===== src/rtl/sobel_frame_scheduler.sv =====
// Frame-level sequencer around the Sobel read/write core and its two BRAMs.
// A frame is: accept one command, load N pixels into BRAM0, start the core
// (MOVE or RUN), wait for done, then drain M pixels from BRAM1 as a stream.
// Optional PROC watchdog: define SOBEL_SCHED_TIMEOUT_EN.
module sobel_frame_scheduler #(
    parameter int unsigned DATA_WIDTH     = 8,
    parameter int unsigned ADDR_WIDTH     = 12,
    parameter int unsigned TIMEOUT_CYCLES = 65535
) (
    input  logic                  clk,
    input  logic                  rst_n,
    input  logic                  cmd_valid,
    output logic                  cmd_ready,
    input  logic                  cmd_run,
    input  logic [ADDR_WIDTH-1:0] cmd_num_cnt,
    input  logic [ADDR_WIDTH-1:0] cmd_out_cnt,
    input  logic                  s_valid,
    output logic                  s_ready,
    input  logic [DATA_WIDTH-1:0] s_data,
    output logic                  core_en,
    output logic                  core_run,
    output logic [ADDR_WIDTH-1:0] core_num_cnt,
    input  logic                  core_idle,
    input  logic                  core_done,
    output logic                  b0_ce0,
    output logic                  b0_we0,
    output logic [ADDR_WIDTH-1:0] b0_addr0,
    output logic [DATA_WIDTH-1:0] b0_d0,
    output logic                  b1_ce0,
    output logic                  b1_we0,
    output logic [ADDR_WIDTH-1:0] b1_addr0,
    input  logic [DATA_WIDTH-1:0] b1_q0,
    output logic                  m_valid,
    input  logic                  m_ready,
    output logic [DATA_WIDTH-1:0] m_data,
    output logic                  m_last,
    output logic                  busy,
    output logic [15:0]           frame_cnt,
    output logic                  err
);

    localparam int unsigned FRAME_W = 16;
    localparam int unsigned OCC_W   = 3;

    // The watchdog counter is 16 bits wide, so the limit must fit in it.
    if (TIMEOUT_CYCLES < 1 || TIMEOUT_CYCLES > 65535) begin : g_bad_timeout
        $error("TIMEOUT_CYCLES must be within 1..65535");
    end

    typedef enum logic [2:0] {
        S_IDLE,
        S_LOAD,
        S_START,
        S_PROC,
        S_DRAIN
    } state_t;

    state_t                state_q, state_d;
    logic                  run_q;
    logic [ADDR_WIDTH-1:0] nm1_q;
    logic [ADDR_WIDTH-1:0] mm1_q;
    logic [ADDR_WIDTH-1:0] load_addr_q;
    logic [ADDR_WIDTH-1:0] rd_cnt_q;
    logic [ADDR_WIDTH-1:0] out_cnt_q;
    logic                  inflight_q;
    logic [DATA_WIDTH-1:0] fifo_mem_q [2];
    logic                  fifo_wr_q;
    logic                  fifo_rd_q;
    logic [1:0]            fifo_cnt_q;
    logic [FRAME_W-1:0]    frame_cnt_q;
    logic                  cmd_ready_q;
    logic                  err_q;

    logic                  accept;
    logic                  cmd_ok;
    logic                  pop;
    logic                  drain_done;
    logic                  rd_issue;
    logic [OCC_W-1:0]      occ;
    logic                  core_phase;

`ifdef SOBEL_SCHED_TIMEOUT_EN
    localparam int unsigned WD_W = 16;
    localparam logic [WD_W-1:0] WD_LAST = WD_W'(TIMEOUT_CYCLES - 1);
    logic [WD_W-1:0] wd_q;
    logic            wd_expire;
`endif

    assign accept     = (state_q == S_IDLE) && cmd_valid && cmd_ready_q;
    assign cmd_ok     = (cmd_num_cnt != '0) && (cmd_out_cnt != '0);
    assign m_valid    = (state_q == S_DRAIN) && (fifo_cnt_q != 2'd0);
    assign pop        = m_valid && m_ready;
    assign drain_done = pop && (out_cnt_q == mm1_q);
    // Skid occupancy after this cycle, counting the read already in flight.
    assign occ        = OCC_W'(fifo_cnt_q) + OCC_W'(inflight_q) - OCC_W'(pop);
    assign rd_issue   = (state_q == S_DRAIN) && (rd_cnt_q <= mm1_q) && (occ < OCC_W'(2));
    assign core_phase = (state_q == S_START) || (state_q == S_PROC);

    assign cmd_ready    = cmd_ready_q;
    assign busy         = (state_q != S_IDLE);
    assign core_run     = core_phase && run_q;
    assign core_num_cnt = core_phase ? nm1_q : '0;
    assign b1_we0       = 1'b0;
    assign m_data       = m_valid ? fifo_mem_q[fifo_rd_q] : '0;
    assign m_last       = m_valid && (out_cnt_q == mm1_q);
    assign frame_cnt    = frame_cnt_q;
    assign err          = err_q;

    // State register.
    always_ff @(posedge clk or negedge rst_n) begin
        if (!rst_n) begin
            state_q <= S_IDLE;
        end else begin
            state_q <= state_d;
        end
    end

    // Next-state and per-state port strobes.
    always_comb begin
        state_d  = state_q;
        s_ready  = 1'b0;
        core_en  = 1'b0;
        b0_ce0   = 1'b0;
        b0_we0   = 1'b0;
        b0_addr0 = '0;
        b0_d0    = '0;
        b1_ce0   = 1'b0;
        b1_addr0 = '0;
`ifdef SOBEL_SCHED_TIMEOUT_EN
        wd_expire = 1'b0;
`endif
        unique case (state_q)
            S_IDLE: begin
                if (accept && cmd_ok) state_d = S_LOAD;
            end
            S_LOAD: begin
                s_ready = 1'b1;
                if (s_valid) begin
                    b0_ce0   = 1'b1;
                    b0_we0   = 1'b1;
                    b0_addr0 = load_addr_q;
                    b0_d0    = s_data;
                    if (load_addr_q == nm1_q) state_d = S_START;
                end
            end
            S_START: begin
                if (core_idle) begin
                    core_en = 1'b1;
                    state_d = S_PROC;
                end
            end
            S_PROC: begin
                if (core_done) state_d = S_DRAIN;
`ifdef SOBEL_SCHED_TIMEOUT_EN
                else if (wd_q == WD_LAST) begin
                    wd_expire = 1'b1;
                    state_d   = S_IDLE;
                end
`endif
            end
            S_DRAIN: begin
                if (rd_issue) begin
                    b1_ce0   = 1'b1;
                    b1_addr0 = rd_cnt_q;
                end
                if (drain_done) state_d = S_IDLE;
            end
            default: state_d = S_IDLE;
        endcase
    end

    // Command latch, load address, drain counters and output skid buffer.
    always_ff @(posedge clk or negedge rst_n) begin
        if (!rst_n) begin
            run_q         <= 1'b0;
            nm1_q         <= '0;
            mm1_q         <= '0;
            load_addr_q   <= '0;
            rd_cnt_q      <= '0;
            out_cnt_q     <= '0;
            inflight_q    <= 1'b0;
            fifo_mem_q[0] <= '0;
            fifo_mem_q[1] <= '0;
            fifo_wr_q     <= 1'b0;
            fifo_rd_q     <= 1'b0;
            fifo_cnt_q    <= 2'd0;
        end else begin
            if (accept && cmd_ok) begin
                run_q       <= cmd_run;
                nm1_q       <= cmd_num_cnt - ADDR_WIDTH'(1);
                mm1_q       <= cmd_out_cnt - ADDR_WIDTH'(1);
                load_addr_q <= '0;
            end
            if (b0_ce0) load_addr_q <= load_addr_q + ADDR_WIDTH'(1);

            if ((state_q == S_PROC) && core_done) begin
                rd_cnt_q   <= '0;
                out_cnt_q  <= '0;
                inflight_q <= 1'b0;
                fifo_wr_q  <= 1'b0;
                fifo_rd_q  <= 1'b0;
                fifo_cnt_q <= 2'd0;
            end else if (state_q == S_DRAIN) begin
                inflight_q <= rd_issue;
                if (rd_issue) rd_cnt_q <= rd_cnt_q + ADDR_WIDTH'(1);
                if (inflight_q) begin
                    fifo_mem_q[fifo_wr_q] <= b1_q0;
                    fifo_wr_q             <= ~fifo_wr_q;
                end
                if (pop) begin
                    fifo_rd_q <= ~fifo_rd_q;
                    out_cnt_q <= out_cnt_q + ADDR_WIDTH'(1);
                end
                fifo_cnt_q <= fifo_cnt_q + 2'(inflight_q) - 2'(pop);
            end else begin
                inflight_q <= 1'b0;
            end
        end
    end

    // Command handshake, frame counter and sticky error.
    always_ff @(posedge clk or negedge rst_n) begin
        if (!rst_n) begin
            cmd_ready_q <= 1'b0;
            frame_cnt_q <= '0;
            err_q       <= 1'b0;
        end else begin
            cmd_ready_q <= (state_d == S_IDLE);
            if (drain_done) frame_cnt_q <= frame_cnt_q + FRAME_W'(1);
`ifdef SOBEL_SCHED_TIMEOUT_EN
            if (wd_expire) err_q <= 1'b1;
`endif
        end
    end

`ifdef SOBEL_SCHED_TIMEOUT_EN
    // Watchdog: cycles spent in PROC for the current frame.
    always_ff @(posedge clk or negedge rst_n) begin
        if (!rst_n) begin
            wd_q <= '0;
        end else if (state_q == S_PROC) begin
            wd_q <= wd_q + WD_W'(1);
        end else begin
            wd_q <= '0;
        end
    end
`endif

endmodule


===== config.mk =====
export PLATFORM = sky130hd
export DESIGN_NAME = sobel_frame_scheduler
export DESIGN_NICKNAME = d
export VERILOG_FILES = /design/src/rtl/sobel_frame_scheduler.sv
export SDC_FILE = /design/constraint.sdc
export NUM_CORES = 1
export LEC_CHECK = 0
export CORE_UTILIZATION = 45
export DETAILED_ROUTE_END_ITERATION = 8
export PLACE_DENSITY_LB_ADDON = 0.05
export SLEW_MARGIN = 30
export SYNTH_ARGS = -nofsm -noshare
export SYNTH_HDL_FRONTEND = slang
export SYNTH_SLANG_ARGS = --single-unit

===== constraint.sdc =====
create_clock -name clk -period 9.56 [get_ports clk]
set_clock_uncertainty 0.2 [all_clocks]
set_input_delay 2.868 -clock clk [delete_from_list [all_inputs] [get_ports clk]]
set_output_delay 2.868 -clock clk [all_outputs]
set_load 0.02 [all_outputs]

==> results of run 1 <==
worst max-delay path, delay by kind of cell:
| kind | cells | cell delay, ns |
|---|---|---|
| buf+inv | 5 | 1.35 |
| compound gates | 3 | 0.77 |
| fa+ha+maj | 3 | 0.72 |
| simple gates | 2 | 0.37 |
| xor+xnor | 1 | 0.14 |
cell usage after synthesis (19+ instances only):
cell	n	share of area, %
dfrtp_1	102	43
nor2_1	63	4.0
nand2_1	54	3.4
xnor2_1	49	7.2
a21oi_1	36	3.0
inv_1	33	2.1
o21ai_0	32	2.7
and3_1	29	3.1
nand3_1	26	2.2
xor2_1	21	3.1
ha_1	20	4.2
clkbuf_1	19	1.2
mux2_2	19	3.6
cells by family after synthesis:
family                   count (synthesis)  share of synthesized area [%]
adder cells (fa/ha/maj)                 21                           4.56
other                                    1                         0.0633
XOR/XNOR                                70                           10.4
AND/OR/NAND/NOR                        266                           23.2
flip-flops                             102                           43.1
AO/OA/AOI/OAI                           91                           8.64
buffers and inverters                   62                           4.54
multiplexers                            30                           5.56
area by class of cell:
type / count / area, sq um
Clock inverter: 4 / 47.5
Fill cell: 1142 / 5020
Clock buffer: 11 / 243
Timing Repair Buffer: 134 / 1350
Tap cell: 172 / 215
Inverter: 34 / 128
Multi-Input combinational cell: 480 / 3170
Sequential cell: 102 / 2550
registers in the layout (all words and copies together) (netlist names):
name         count
frame_cnt       16
fifo_mem_q      16
cmd_ready        1
load_addr_q     12
fifo_wr_q        1
mm1_q           12
rd_cnt_q        12
out_cnt_q       12
fifo_rd_q        1
nm1_q           12
inflight_q       1
run_q            1
fifo_cnt_q       2
state_q          3
power groups by stage:
stage	clock network, W	logic, W	registers (W)
2_1_floorplan	0	0.000338	0.000552
3_3_place_gp	0	0.000507	0.000577
3_5_place_dp	0	0.000524	0.000581
4_1_cts	0.000375	0.000535	0.000573
5_1_grt	0.000392	0.000598	0.000585
6_report	0.000366	0.000543	0.000573
timing repair:
action,in CTS,in global routing
gates resized for setup,3,11
pin swaps,0,2
setup buffers,0,1
endpoints found under the setup margin,13,13
worst max-delay path by stage:
stage | start | end | slack [ns]
5_1_grt | m_ready | b1_addr0[6] | 0.00005
6_report | m_ready | b1_addr0[6] | 0.26
3_5_place_dp | m_ready | b1_addr0[11] | -0.09
4_1_cts | m_ready | b1_addr0[8] | 0.1
3_3_place_gp | m_ready | b1_addr0[9] | 0.07
2_1_floorplan | m_ready | b1_addr0[10] | 0.92
metal layers:
metal / share of wire [%] / global-route usage (%) / vias to the layer above
met5: 0 / 0 / -
met4: 1.6 / 8.44 / 0
met3: 4.3 / 4.00 / 18
met2: 47 / 35.3 / 133
met1: 47 / 29.3 / 2418
li1: - / - / 2445
through the flow:
step                      worst slack [ns]  setup TNS [ns]  util [%]
after CTS                           0.0989               0      59.9
after floorplan                      0.923               0         -
after detailed placement           -0.0904           -1.03      57.5
after global routing             0.0000528               0      60.5
after global placement              0.0661               0      57.5
final                                0.259               0      60.5
==> impl_results.md, run 1 <==
* Worst setup EP type: primary output
* Crit path max fanout at 22
* Total GRT Usage at 21.9%
* R2R depth at 15
* Yosys warnings at 1
* Most common cell after layout, fill and taps aside: clkdlybuf4s50_1
* Syn avg cell area at between 9 and 10 sq um
* Total Power at 0.00148 W
* Port bufs at 125
* Total gr overflow at 0
* Die X at 117 um
* Hold wc startpoint: frame_cnt[15]$_DFFE_PN0P_
* DR WL/cell at ~15 um
* CTS tree: done
* WL final at 14.2 mm
* Worst-skew pair later-pin latency at 0.34 ns
* Largest stage delay, worst path at just over 0.6 ns
* ANT nets after route at 0
* Ant diodes at 0
* Final Hold Fails at 0
* Most frequent cells in the layout: clkdlybuf4s50_1, dfrtp_1, nor2_1, nand2_1, xnor2_1
* Startpoint Class: primary input
* Min Hold Slack at 0.279 ns
* Clock tree buffer depth at 2
* First-pass GRT wire length at 23.0 mm
* Final Setup Violations at 0
* R2r setup slk at ~5.3 ns
* RSZ-0062 raised after global routing: no
* Net count, final at between 800 and 900
* Sequential-to-total area share from yosys stat at between 40 and 50%
* Unique masters post-synth at 55
* Status: completed
* Synthesized flop and latch total at 102
* P&R area growth vs syn at 30.0%
* Clock power frac at 24.7%
* Initial DRC count at between 300 and 400
* Switching power at 0.000508 W
* Number of global-route vias before repair at 4,680
* DP HPWL at 10.4 mm
* Hold path depth at 1
* CP dominant cell by count: inv_1
* Pins over their slew limit at 0
* Max_slew headroom at 41.7%
* Internal power at 0.000974 W
* CP cell instances: clkdlybuf4s50_1, o211ai_1, inv_1, ha_1, inv_1, ha_1, inv_1, fa_1, xnor2_1, nand4_1, a2111oi_4, a21oi_4, nor2b_1, clkdlybuf4s50_1
* Post-synth EDFFs at 0
* Comb pwr share at 36.6%
* Setup Crit Path Kind: in2out
* Final design area excluding fillers at 0.00770 sq mm
* Initial core utilization at 46.5%
* Main synth FF type: dfrtp_1
* CTS sink count at 102
* Worst VDD drop at between 0.09 and 0.1 mV
* Worst r2r src: state_q[2]$_DFF_PN0_
* Slew @ Worst Pin at 0.873 ns
* Sw Share at 34.3%
* Layout cells sized above 1 at 7.58%
* Core Box Area at 0.0127 sq mm
* Power per cell area at 192 mW/mm^2
* Worst min path class: reg2reg
* Leakage power at 3.48 nW
* Die Area at 0.0136 sq mm
* Max-cap violations at 0
* Vias at 5,014
* # IOs at 128
* Fmax at 108 MHz
* Slowest library cell on the worst path: clkdlybuf4s50_1
* Largest net degree at the start of global routing at 58
* Synth Cell Area at a little under 0.006 sq mm
* RD Place Congestion at 0.853
* Final Non-Filler Cells at 937
* Worst Hold End: frame_cnt[15]$_DFFE_PN0P_
* Initial antenna violation count at 0
* Clk pin slew, worst setup/hold paths at 0.06 ns
* # placed instances at 920
* Row cnt at between 40 and 50
* Seq pwr share at between 30 and 40%
* Die Y at 117 um
* Critical Path AT at 6.23 ns
* Placed inst area at 0.00732 sq mm
* Worst Path Required at between 6 and 7 ns
* Period utilization at between 90% and 100%
* Tmin final at 9.30 ns
* Vias per Instance at approximately 5.4
* # hold bufs at CTS at 0
* RR Endpoint: rd_cnt_q[9]$_DFFE_PN0P_
* Gate Count Post-Synth at 643
* H-Tree Depth at 3
* Num CTS Buffers at 9
* Root Driver: clkbuf_16
* First-pass iteration count of the detailed router at 5
* DRC at 0
* Ys async rst share at 100%
No activity file was read; power rests on OpenSTA's default activity.
==> run 2: changes to the inputs <==
Settings changed: CORE_ASPECT_RATIO set to 1.2.
==> impl_results.md, run 2 (synthesis results as in run 1) <==
* Status: completed
* Final Non-Filler Cells at 927 (-1.1%)
* Clk pin slew, worst setup/hold paths at 0.07 ns (about the same)
* Slew @ Worst Pin at 0.851 ns (-0.0218 ns)
* RD Place Congestion at 0.869 (+1.9%)
* Period utilization at 97.2% (-0.12 points)
* Layout cells sized above 1 at 7.47% (-0.11 points)
* Final Setup Violations at 0 (unchanged)
* Core Box Area at 0.0127 sq mm (about the same)
* Final Hold Fails at 0 (unchanged)
* H-Tree Depth at 3 (unchanged)
* Most common cell after layout, fill and taps aside: clkdlybuf4s50_1
* Tmin final at 9.29 ns (-0.0112 ns)
* Worst VDD drop at 0.123 mV (+25%)
* Net count, final at 827 (-0.36%)
* # hold bufs at CTS at 0 (unchanged)
* Max-cap violations at 0 (unchanged)
* Area of the multi-input gates at 0.00316 sq mm (-0.12%)
* Die Y at 128 um (+9.4%)
* Clock tree buffer depth at 2 (unchanged)
* Critical Path AT at 6.22 ns (about the same)
* Root Driver: clkbuf_16
* Number of global-route vias before repair at 4,855 (+3.7%)
* Port bufs at 125 (unchanged)
* Total gr overflow at 0 (unchanged)
* Fmax at 108 MHz (+0.12%)
* Leakage power at 3.31 nW (-5.1%)
* Num CTS Buffers at 9 (unchanged)
* Max_slew headroom at 42.9% (+1.2 points)
* CTS sink count at 102 (unchanged)
* DP HPWL at 10.5 mm (+1.3%)
* Min Hold Slack at 0.268 ns (-0.0109 ns)
* Register area at 0.00255 sq mm (unchanged)
* Pins over their slew limit at 0 (unchanged)
* Vias per Instance at 5.34 (-0.25%)
* Worst Path Required at 6.49 ns (about the same)
* CTS tree: done
* Worst-skew pair later-pin latency at 0.34 ns (about the same)
* # IOs at 128 (unchanged)
* DRC at 0 (unchanged)
* # placed instances at 910 (-1.1%)
* Die X at 107 um (-8.6%)
* Largest net degree at the start of global routing at 70 (+21%)
* Row cnt at 45 (+9.8%)
* First-pass iteration count of the detailed router at 4 (-1)
* Hold path depth at 1 (unchanged)
* Fill cell total of the finished layout at 1,141 (-0.088%)
* Crit path max fanout at 14 (-36%)
* Initial core utilization at 46.5% (about the same)
* R2R depth at 15 (unchanged)
* WL final at 14.1 mm (-0.69%)
* Initial antenna violation count at 0 (unchanged)
* Setup Crit Path Kind: in2out
* Total GRT Usage at 21.5% (-0.36 points)
* Worst min path class: reg2reg
* Power per cell area at 190 mW/mm^2 (-1.3%)
* Vias at 4,948 (-1.3%)
* Worst setup EP type: primary output
* ANT nets after route at 0 (unchanged)
* First-pass GRT wire length at 23.4 mm (+1.6%)
* P&R area growth vs syn at 29.1%
* Most frequent cells in the layout: clkdlybuf4s50_1, dfrtp_1, nor2_1, nand2_1, xnor2_1
* Initial DRC count at 181 (-46%)
* Ant diodes at 0 (unchanged)
* Startpoint Class: primary input
* DR WL/cell at 15.2 um (+0.38%)
* Die Area at 0.0136 sq mm (about the same)
-- run 2: cell count changes in the layout (fill, tap and decap cells not counted), sizes merged --
cell	delta
clkinv	+1
bufinv	-1
dlymetal6s2s	-9
clkbuf	-1
clkdlybuf4s50	+9
inv	+2
buf	-3
-- run 2: final timing paths --
kind                                                start                   endpoint  slack [ns]
worst max register to register       state_q[2]$_DFF_PN0_    rd_cnt_q[7]$_DFFE_PN0P_        5.20
worst max-delay path                              m_ready               b1_addr0[11]        0.27
worst min register to register  frame_cnt[15]$_DFFE_PN0P_  frame_cnt[15]$_DFFE_PN0P_        0.27
worst min-delay path            frame_cnt[15]$_DFFE_PN0P_  frame_cnt[15]$_DFFE_PN0P_        0.27
max in group asynchronous                           rst_n    rd_cnt_q[4]$_DFFE_PN0P_        5.93
min in group asynchronous                           rst_n   frame_cnt[9]$_DFFE_PN0P_        2.26
-- run 2: layer usage --
metal | wire [um] | GRT usage [%] | up-vias
met1 | 6480 | 28.2 | 2400
li1 | - | - | 2436
met2 | 7080 | 37.3 | 99
met5 | 0 | 0 | -
met4 | 170 | 6.61 | 0
met3 | 378 | 2.49 | 13
-- run 2: final cells by class --
cell class              count  area share (%)
flip-flops and latches    102            33.4
well taps                 164            2.69
multi-input cells         480            41.4
inverters                  34            1.67
clock buffers              10            3.13
clock inverters             6           0.704
repair buffers            131            17.0
-- run 2: power breakdown --
| group | switching, W | total, W | leakage [nW] | internal, W |
|---|---|---|---|---|
| registers | 0.0000716 | 0.000573 | 1.32 | 0.000501 |
| clock network | 0.000170 | 0.000358 | 0.141 | 0.000188 |
| logic | 0.000271 | 0.000520 | 1.84 | 0.000249 |
| total | 0.000513 | 0.00145 | 3.31 | 0.000938 |
-- run 2: worst max-delay path, stage by stage --
cell,delay (ns)
clkdlybuf4s50_1,0.51
o211ai_1,0.12
inv_1,0.11
ha_1,0.23
inv_1,0.06
ha_1,0.12
inv_1,0.04
fa_1,0.37
xnor2_1,0.15
nand4_1,0.24
a2111oi_4,0.46
a21oi_4,0.17
nor2b_1,0.15
clkdlybuf4s50_1,0.61
-- run 2: metrics by stage --
step | utilization (%) | TNS [ns] | area (sq um) | total power, W | setup WS, ns
after floorplan | - | 0 | 5920 | 0.000889 | 0.923
after global placement | 57.3 | 0 | 7300 | 0.00107 | 0.137
after detailed placement | 57.3 | -0.00205 | 7300 | 0.00109 | -0.00143
after CTS | 59.6 | 0 | 7590 | 0.00145 | 0.0799
after global routing | 60.1 | -0.0254 | 7640 | 0.00155 | -0.0174
final | 60.1 | 0 | 7640 | 0.00145 | 0.270
-- run 2: what timing repair did --
action | CTS | global route
buffers inserted | 0 | 0
setup endpoints to repair | 11 | 13
resized for setup | 1 | 3
pin swaps | 0 | 0
